**src/rtl/lc3_ea_sequencer.sv**
```systemverilog
`default_nettype none
//==============================================================================
// Module      : lc3_ea_sequencer
// Description : LC-3 effective-address sequencer. Latches one instruction's
//               IR/PC/BaseR, forms base + SEXT(offset) per opcode, performs
//               the indirect pointer read for LDI/STI through a req/ack port,
//               and delivers EA (or an error) on a valid/ready handshake.
// Ports       : Clk, Reset (sync, active-high)
//               ir_valid/ir_ready, IR, PC, BaseR        - operand input
//               mem_req/mem_addr/mem_ack/mem_rdata      - indirect read port
//               ea_valid/ea_ready, EA, ea_err           - result output
//               op_count                                - completed-op counter
// Parameters  : MEM_TIMEOUT - cycles mem_req may wait for mem_ack
// Macros      : EA_COUNT_EN - builds the op_count counter; otherwise tied to 0
// Revision    : 1.0 - initial release
//==============================================================================
module lc3_ea_sequencer #(
  parameter int MEM_TIMEOUT = 16
) (
  input  logic        Clk,
  input  logic        Reset,
  input  logic        ir_valid,
  output logic        ir_ready,
  input  logic [15:0] IR,
  input  logic [15:0] PC,
  input  logic [15:0] BaseR,
  output logic        mem_req,
  output logic [15:0] mem_addr,
  input  logic        mem_ack,
  input  logic [15:0] mem_rdata,
  output logic        ea_valid,
  input  logic        ea_ready,
  output logic [15:0] EA,
  output logic        ea_err,
  output logic [15:0] op_count
);

  localparam int CNT_W = $clog2(MEM_TIMEOUT + 1);
  localparam logic [CNT_W-1:0] C_CNT_LAST = CNT_W'(MEM_TIMEOUT - 1);

  typedef enum logic [1:0] {
    S_IDLE = 2'd0,
    S_CALC = 2'd1,
    S_IND  = 2'd2,
    S_DONE = 2'd3
  } state_t;

  state_t           state_q, state_d;
  logic [15:0]      ir_q, ir_d;
  logic [15:0]      pc_q, pc_d;
  logic [15:0]      base_q, base_d;
  logic [15:0]      mem_addr_q, mem_addr_d;
  logic [15:0]      ea_q, ea_d;
  logic             err_q, err_d;
  logic [CNT_W-1:0] cnt_q, cnt_d;

  // Opcode decode and address adder on the latched instruction
  logic [15:0] w_base;
  logic [15:0] w_off;
  logic [15:0] w_sum;
  logic        w_illegal;
  logic        w_ind;

  always_comb begin
    w_base    = pc_q;
    w_off     = {{7{ir_q[8]}}, ir_q[8:0]};
    w_illegal = 1'b0;
    w_ind     = 1'b0;
    unique case (ir_q[15:12])
      4'b0000, 4'b0010, 4'b0011, 4'b1110: ;           // BR, LD, ST, LEA
      4'b1010, 4'b1011: w_ind = 1'b1;                 // LDI, STI
      4'b0100: begin                                  // JSR / JSRR
        if (ir_q[11]) begin
          w_off = {{5{ir_q[10]}}, ir_q[10:0]};
        end else begin
          w_base = base_q;
          w_off  = 16'h0000;
        end
      end
      4'b1100: begin                                  // JMP / RET
        w_base = base_q;
        w_off  = 16'h0000;
      end
      4'b0110, 4'b0111: begin                         // LDR, STR
        w_base = base_q;
        w_off  = {{10{ir_q[5]}}, ir_q[5:0]};
      end
      default: w_illegal = 1'b1;
    endcase
    w_sum = w_base + w_off;                           // wraps mod 2^16
  end

  // Next-state and datapath updates
  always_comb begin
    state_d    = state_q;
    ir_d       = ir_q;
    pc_d       = pc_q;
    base_d     = base_q;
    mem_addr_d = mem_addr_q;
    ea_d       = ea_q;
    err_d      = err_q;
    cnt_d      = cnt_q;
    unique case (state_q)
      S_IDLE: begin
        if (ir_valid) begin
          ir_d    = IR;
          pc_d    = PC;
          base_d  = BaseR;
          state_d = S_CALC;
        end
      end
      S_CALC: begin
        if (w_illegal) begin
          ea_d    = 16'h0000;
          err_d   = 1'b1;
          state_d = S_DONE;
        end else if (w_ind) begin
          mem_addr_d = w_sum;
          cnt_d      = '0;
          state_d    = S_IND;
        end else begin
          ea_d    = w_sum;
          err_d   = 1'b0;
          state_d = S_DONE;
        end
      end
      S_IND: begin
        // An ack in the final wait cycle still completes the read
        if (mem_ack) begin
          ea_d    = mem_rdata;
          err_d   = 1'b0;
          state_d = S_DONE;
        end else if (cnt_q == C_CNT_LAST) begin
          ea_d    = 16'h0000;
          err_d   = 1'b1;
          state_d = S_DONE;
        end else begin
          cnt_d = cnt_q + 1'b1;
        end
      end
      S_DONE: begin
        if (ea_ready) begin
          err_d   = 1'b0;
          state_d = S_IDLE;
        end
      end
      default: state_d = S_IDLE;
    endcase
  end

  always_ff @(posedge Clk) begin
    if (Reset) begin
      state_q    <= S_IDLE;
      ir_q       <= 16'h0000;
      pc_q       <= 16'h0000;
      base_q     <= 16'h0000;
      mem_addr_q <= 16'h0000;
      ea_q       <= 16'h0000;
      err_q      <= 1'b0;
      cnt_q      <= '0;
    end else begin
      state_q    <= state_d;
      ir_q       <= ir_d;
      pc_q       <= pc_d;
      base_q     <= base_d;
      mem_addr_q <= mem_addr_d;
      ea_q       <= ea_d;
      err_q      <= err_d;
      cnt_q      <= cnt_d;
    end
  end

  assign ir_ready = (state_q == S_IDLE);
  assign mem_req  = (state_q == S_IND);
  assign ea_valid = (state_q == S_DONE);
  assign mem_addr = mem_addr_q;
  assign EA       = ea_q;
  assign ea_err   = err_q;

`ifdef EA_COUNT_EN
  // Counts only successful result handshakes
  logic [15:0] count_q;

  always_ff @(posedge Clk) begin
    if (Reset) begin
      count_q <= 16'h0000;
    end else if ((state_q == S_DONE) && ea_ready && !err_q) begin
      count_q <= count_q + 16'h0001;
    end
  end

  assign op_count = count_q;
`else
  assign op_count = 16'h0000;
`endif

endmodule
`default_nettype wire

```
**config.mk**
```make
export PLATFORM = sky130hd
export DESIGN_NAME = lc3_ea_sequencer
export DESIGN_NICKNAME = d
export VERILOG_FILES = /design/src/rtl/lc3_ea_sequencer.sv
export SDC_FILE = /design/constraint.sdc
export NUM_CORES = 1
export LEC_CHECK = 0
export ABC_AREA = 0
export CAP_MARGIN = 20
export CELL_PAD_IN_SITES_DETAIL_PLACEMENT = 0
export CELL_PAD_IN_SITES_GLOBAL_PLACEMENT = 2
export CORE_UTILIZATION = 28
export CTS_BUF_LIST = sky130_fd_sc_hd__clkbuf_8
export DETAILED_ROUTE_END_ITERATION = 10
export GPL_ROUTABILITY_DRIVEN = 0
export PLACE_DENSITY_LB_ADDON = 0.15
export RECOVER_POWER = 100
export SYNTH_ARGS = -nofsm -noshare
export SYNTH_HDL_FRONTEND = slang
export SYNTH_SLANG_ARGS = --single-unit
```
**constraint.sdc**
```tcl
create_clock -name Clk -period 4.18 [get_ports Clk]
set_input_delay 0.418 -clock Clk [delete_from_list [all_inputs] [get_ports Clk]]
set_output_delay 0.418 -clock Clk [all_outputs]
set_load 0.01 [all_outputs]
```
### After elaboration in Yosys (flattened, before gate mapping)

Cells that the tools add are included.
W data, S select, Z words.

* word-level logic and storage cells: 73
* flip-flop bits (word level): 88

* equal/unequal tests: 21
* reduce and logical (&&, ||, !) cells: 14
* mux-type cells: 28
* $add $sub $neg: 2

Operators by type and width (number)
* $mux W16: 6
* $pmux W16 S2: 2
* $pmux W16 S3: 1
* $mux W5: 4
* $add A16 B16 Y16: 1
* $eq A4 B4 Y1 const B: 4
* $eq A4 B3 Y1 const B: 3
* $ne A2 B2 Y1 const B: 5
* $pmux W5 S2: 1
* $reduce_or A10 Y1: 1
* $reduce_and A3 Y1: 3
* $eq A4 B2 Y1 const B: 2
* $mux W1: 8
* $mux W2: 4
* $pmux W2 S4: 1
* $add A5 B1 Y5 const B: 1
* $eq A5 B4 Y1 const B: 1
* $reduce_and A5 Y1: 1
* $eq A2 B2 Y1 const B: 2
* $logic_not A4 Y1: 1
* $reduce_and A4 Y1: 1
* $reduce_or A2 Y1: 2
* $ne A3 B1 Y1 const B: 1
* $ne A3 B3 Y1 const B: 1
* 8 further kinds: 8

### Logic depth before layout (Yosys ltp)

* depth after elaboration: 7
* mapped depth: 16
* mapped depth without buffers: 15

### Least setup slack after synthesis

No wires, ideal clock.

* path type: reg2reg
* from: register ir_q[13]
* to: register ea_q[14] (netlist: EA[14])
* path slack: 1.046 ns
* cell stages (with the launch flop): 15
* arrival time: 3.060 ns
* buffers on the path: 4
* period minus slack after synthesis: 3.134 ns
* path through: dfxtp_1 > buf_2 > nand2_1 > o211ai_1 > buf_2 > buf_2 > mux2_1 > ha_1 > clkbuf_1 > a31o_1 > a221o_1 > a221oi_2 > xnor2_1 > o211ai_2 > a31oi_1

* cells in the longest elaborated chain, start to end: 7
* elaborated cells between the ends (all ways): 23
* classes of those cells: add/sub (1); eq/ne (10); mux (6); reduce/logical (6)

RTL lines
* from (decl): line 49 `logic [15:0] ir_q, ir_d;`
* from (signal assigned): line 163 `ir_q <= ir_d;`
* $eq A4 B3 Y1 or $eq A4 B4 Y1 (tied branches): line 69 `unique case (ir_q[15:12])`
* $reduce_or A3 Y1 (no line) or $reduce_or A2 Y1 (tied branches)
* $pmux W16 S2 or $pmux W16 S3 (tied branches): line 69
* $add A16 B16 Y16: line 90 `w_sum = w_base + w_off;`
* $mux W16: line 117 `end else if (w_ind) begin`
* $mux W16: line 113 `if (w_illegal) begin`
* $pmux W16 S2: line 103 `unique case (state_q)`
* to (signal assigned): line 158 `ea_q <= 16'h0000;`
* to (signal assigned): line 167 `ea_q <= ea_d;`
* to (decl): line 53 `logic [15:0] ea_q, ea_d;`

Parallel ways exist; a longest one is shown, timed or not. The select of a mux whose other input is x is not followed.
A chain may end at the register's enable or synchronous reset.

### Final worst setup path

* from: register ir_q[15]
* to: register mem_addr_q[11] (netlist: mem_addr[11])

* cells in the longest elaborated chain, start to end: 4
* elaborated cells between the ends (all ways): 19
* classes of those cells: add/sub (1); eq/ne (9); mux (3); reduce/logical (6)

RTL lines
* $eq A4 B3 Y1 or $eq A4 B4 Y1 (tied branches): line 69
* $reduce_or A3 Y1 (no line) or $reduce_or A2 Y1 (tied branches)
* $pmux W16 S2 (tied with other cells): line 69
* $add A16 B16 Y16 or $reduce_and A3 Y1 (tied branches)
* to (signal assigned): line 166 `mem_addr_q <= mem_addr_d;`
* to (decl): line 52 `logic [15:0] mem_addr_q, mem_addr_d;`

Parallel ways exist; a longest one is shown, timed or not.

==> flow_metrics.env <==
export IMPL_swShare=0.389
export IMPL_vias=4110
export IMPL_hold_viol=0
export IMPL_grt_max_degree=50
export IMPL_antenna_left=0
export IMPL_top_layer_used="met4"
export IMPL_power_switching_uw=1220
export IMPL_yosysUniqueCellTypes=54
export IMPL_clock_skew_ns=0.00652
export IMPL_numPlacedInstances=869
export IMPL_async_reset_ff_frac=0
export IMPL_die_area_mm2=0.0168
export IMPL_placementRows=46
export IMPL_worst_slew_pin_slew_ns=1.83
export IMPL_seq_area_frac_synth=0.386
export IMPL_clk_pin_slew_ns=0.08
export IMPL_first_iter_violations=249
export IMPL_firstDrtPassIters=5
export IMPL_crit_type="flop to flop"
export IMPL_cts_tree="yes"
export IMPL_yosys_warnings=0
export IMPL_crit_required_ns=4.45
export IMPL_hp_class="flop to flop"
export IMPL_syn_inst=581
export IMPL_worstSetupStartpointType="flop"
export IMPL_fin_setup_tns_ns=0
export IMPL_critPathMaxFanout=20
export IMPL_ioPinCount=121
export IMPL_cts_made_buffers=9
export IMPL_synth_seq_cells=88
export IMPL_num_antenna_cells=0
export IMPL_rsz0062_at_grt="no"
export IMPL_power_frac_comb=0.440
export IMPL_final_area_mm2=0.00591
export IMPL_violations="capacitance limit, slew limit"
export IMPL_port_buffers=104
export IMPL_place_area_mm2=0.00570
export IMPL_intPower_uw=1920
export IMPL_dp_hpwl_mm=9.37
export IMPL_grt_pass1_vias=3900
export IMPL_yosys_most_used_dff="dfxtp_1"
export IMPL_overflow=0
export IMPL_htree_levels=3
export IMPL_via_per_inst=4.64
export IMPL_area_growth_pct=29.4
export IMPL_cts_setup_buffers=0
export IMPL_grt_first_pass_wirelength_mm=20.4
export IMPL_arrival_ns=3.90
export IMPL_wl_per_cell_um=14.4
export IMPL_slew_headroom=-0.220
export IMPL_pwr_share_clk=0.216
export IMPL_dr_wl_met2_mm=5.24
export IMPL_antenna_found_initial=0
export IMPL_finalCriticalPeriod_ns=3.63
export IMPL_irDropWorstVdd_mv=0.194
export IMPL_hold_buffers=0
export IMPL_netlist_area_mm2=0.00457
export IMPL_max_freq_mhz=275
export IMPL_drv_slew=49
export IMPL_die_y_um=130
export IMPL_fin_crit_sh=0.869
export IMPL_finalSetupViolCount=0
export IMPL_wl_met3_um=669
export IMPL_routedLengthMet1_mm=6.68
export IMPL_drc=0
export IMPL_stdcell_count=885
export IMPL_ctsResizeCount=0
export IMPL_power_density_mw_per_mm2=531
export IMPL_drive_gt1_frac=0.0359
export IMPL_power_frac_seq=0.344
export IMPL_endpoint_kind="flop"
export IMPL_initial_core_util=0.288
export IMPL_clock_path_buffers=2
export IMPL_grt_usage=0.158
export IMPL_p_leak_uw=0.00244
export IMPL_synth_edf_count=0
export IMPL_coreArea_mm2=0.0159
export IMPL_maxCapViolCount=1
export IMPL_status="finished, violations left"
export IMPL_wl_mm=12.8
export IMPL_fillCellCount=1684
export IMPL_avgSynthCellArea_um2=7.86
export IMPL_fin_nets=755
export IMPL_clock_sinks=88
export IMPL_cts_root_buf="clkbuf_8"
export IMPL_clk_insertion_delay_late_ns=0.36
export IMPL_fp_dieW_um=130
[registers in the layout, summed over array words and instances, names as in the netlist]
register and cells:
EA 16, base_q 16, cnt_q 5, ea_err 1, ir_q 16, mem_addr 16, pc_q 16, state_q 2
[layer usage]
layer | up-vias | GRT usage
li1 | 2121 | -
met1 | 1865 | 0.233
met2 | 115 | 0.231
met3 | 9 | 0.0242
met4 | 0 | 0.0595
met5 | - | 0
[cells by family after synthesis]
family | share of synthesized area
AND/OR/NAND/NOR | 0.205
AO/OA/AOI/OAI | 0.205
flip-flops | 0.386
buffers and inverters | 0.0709
adder cells (fa/ha/maj) | 0.0619
multiplexers | 0.0435
XOR/XNOR | 0.0268
other | 0.000821
[cell usage after synthesis (2+ instances only)]
master / count / area share
a31o_1: 2 / 0.0038
buf_2: 10 / 0.011
xnor2_1: 11 / 0.021
a21o_1: 8 / 0.013
nand2b_1: 4 / 0.0055
and3_1: 7 / 0.0096
nor3b_1: 2 / 0.0033
mux2_1: 14 / 0.035
o21ai_0: 11 / 0.012
nor2b_1: 11 / 0.015
mux2i_1: 3 / 0.0066
clkbuf_1: 23 / 0.019
nor3_1: 13 / 0.014
inv_1: 11 / 0.0090
o21ai_1: 6 / 0.0066
a21oi_1: 86 / 0.094
a221oi_1: 10 / 0.019
ha_1: 21 / 0.058
nor2_1: 31 / 0.025
nand3_1: 10 / 0.011
a31oi_1: 6 / 0.0082
buf_1: 3 / 0.0025
and2_1: 3 / 0.0041
nand2_1: 136 / 0.11
a41oi_1: 2 / 0.0038
a211oi_1: 4 / 0.0066
buf_4: 16 / 0.026
xor2_1: 3 / 0.0058
dfxtp_1: 88 / 0.39
o211ai_1: 2 / 0.0033
[per-stage QoR]
step           worst slack, ns   util  power [µW]  hold slack [ns]
6_report                 0.546  0.372        3140            0.452
5_1_grt                  0.184  0.372        3400            0.468
4_1_cts                  0.683  0.373        3210            0.456
3_5_place_dp             0.723  0.359        2520            0.444
3_3_place_gp             0.795  0.359        2510            0.440
2_1_floorplan             1.05      -        2050            0.432
[worst paths after layout]
path             start      endpoint  slack, ns  cells past startpoint
max           ir_q[15]  mem_addr[11]       0.55                     14
min          base_q[0]     base_q[0]       0.45                      2
max reg2reg   ir_q[15]  mem_addr[11]       0.55                     14
min reg2reg  base_q[0]     base_q[0]       0.45                      2
[worst max-delay path: stages (launching register included)]
cell and delay (ns):
dfxtp_1 0.43, clkinv_1 0.09, a21oi_1 0.13, o211ai_1 0.09, buf_4 0.24, a21oi_1 0.36, nor2b_1 0.13, ha_1 0.31
a211o_1 0.29, a21oi_1 0.24, o21ai_0 0.28, a311oi_1 0.43, xnor2_1 0.20, nor3_1 0.07, a31o_1 0.22
[cell type report]
cell class	count	area, µm²	area share
Clock inverter	4	67.6	0.0114
Inverter	12	45.0	0.00762
Sequential cell	88	1760	0.298
Multi-Input combinational cell	443	2520	0.427
Clock buffer	12	165	0.0279
Tap cell	216	270	0.0457
Timing Repair Buffer	110	1080	0.182
[power by group through the flow]
stage	registers [µW]	logic (µW)	clock network (µW)
finish	1080	1380	678
global route	1100	1560	745
CTS	1080	1430	706
detailed placement	1100	1420	0
global placement	1100	1410	0
floorplan	1090	962	0
[placed cells by master (no fill, tap or decap), types with 14 or more instances in the layout]
cell             synthesis  layout
nand2_1                136     136
dfxtp_1                 88      88
a21oi_1                 86      87
clkdlybuf4s50_1          0      67
dlygate4sd3_1            0      36
nor2_1                  31      31
ha_1                    21      21
conb_1                   1      16
mux2_1                  14      14
Note: power is estimated with default switching activity, not from simulation.
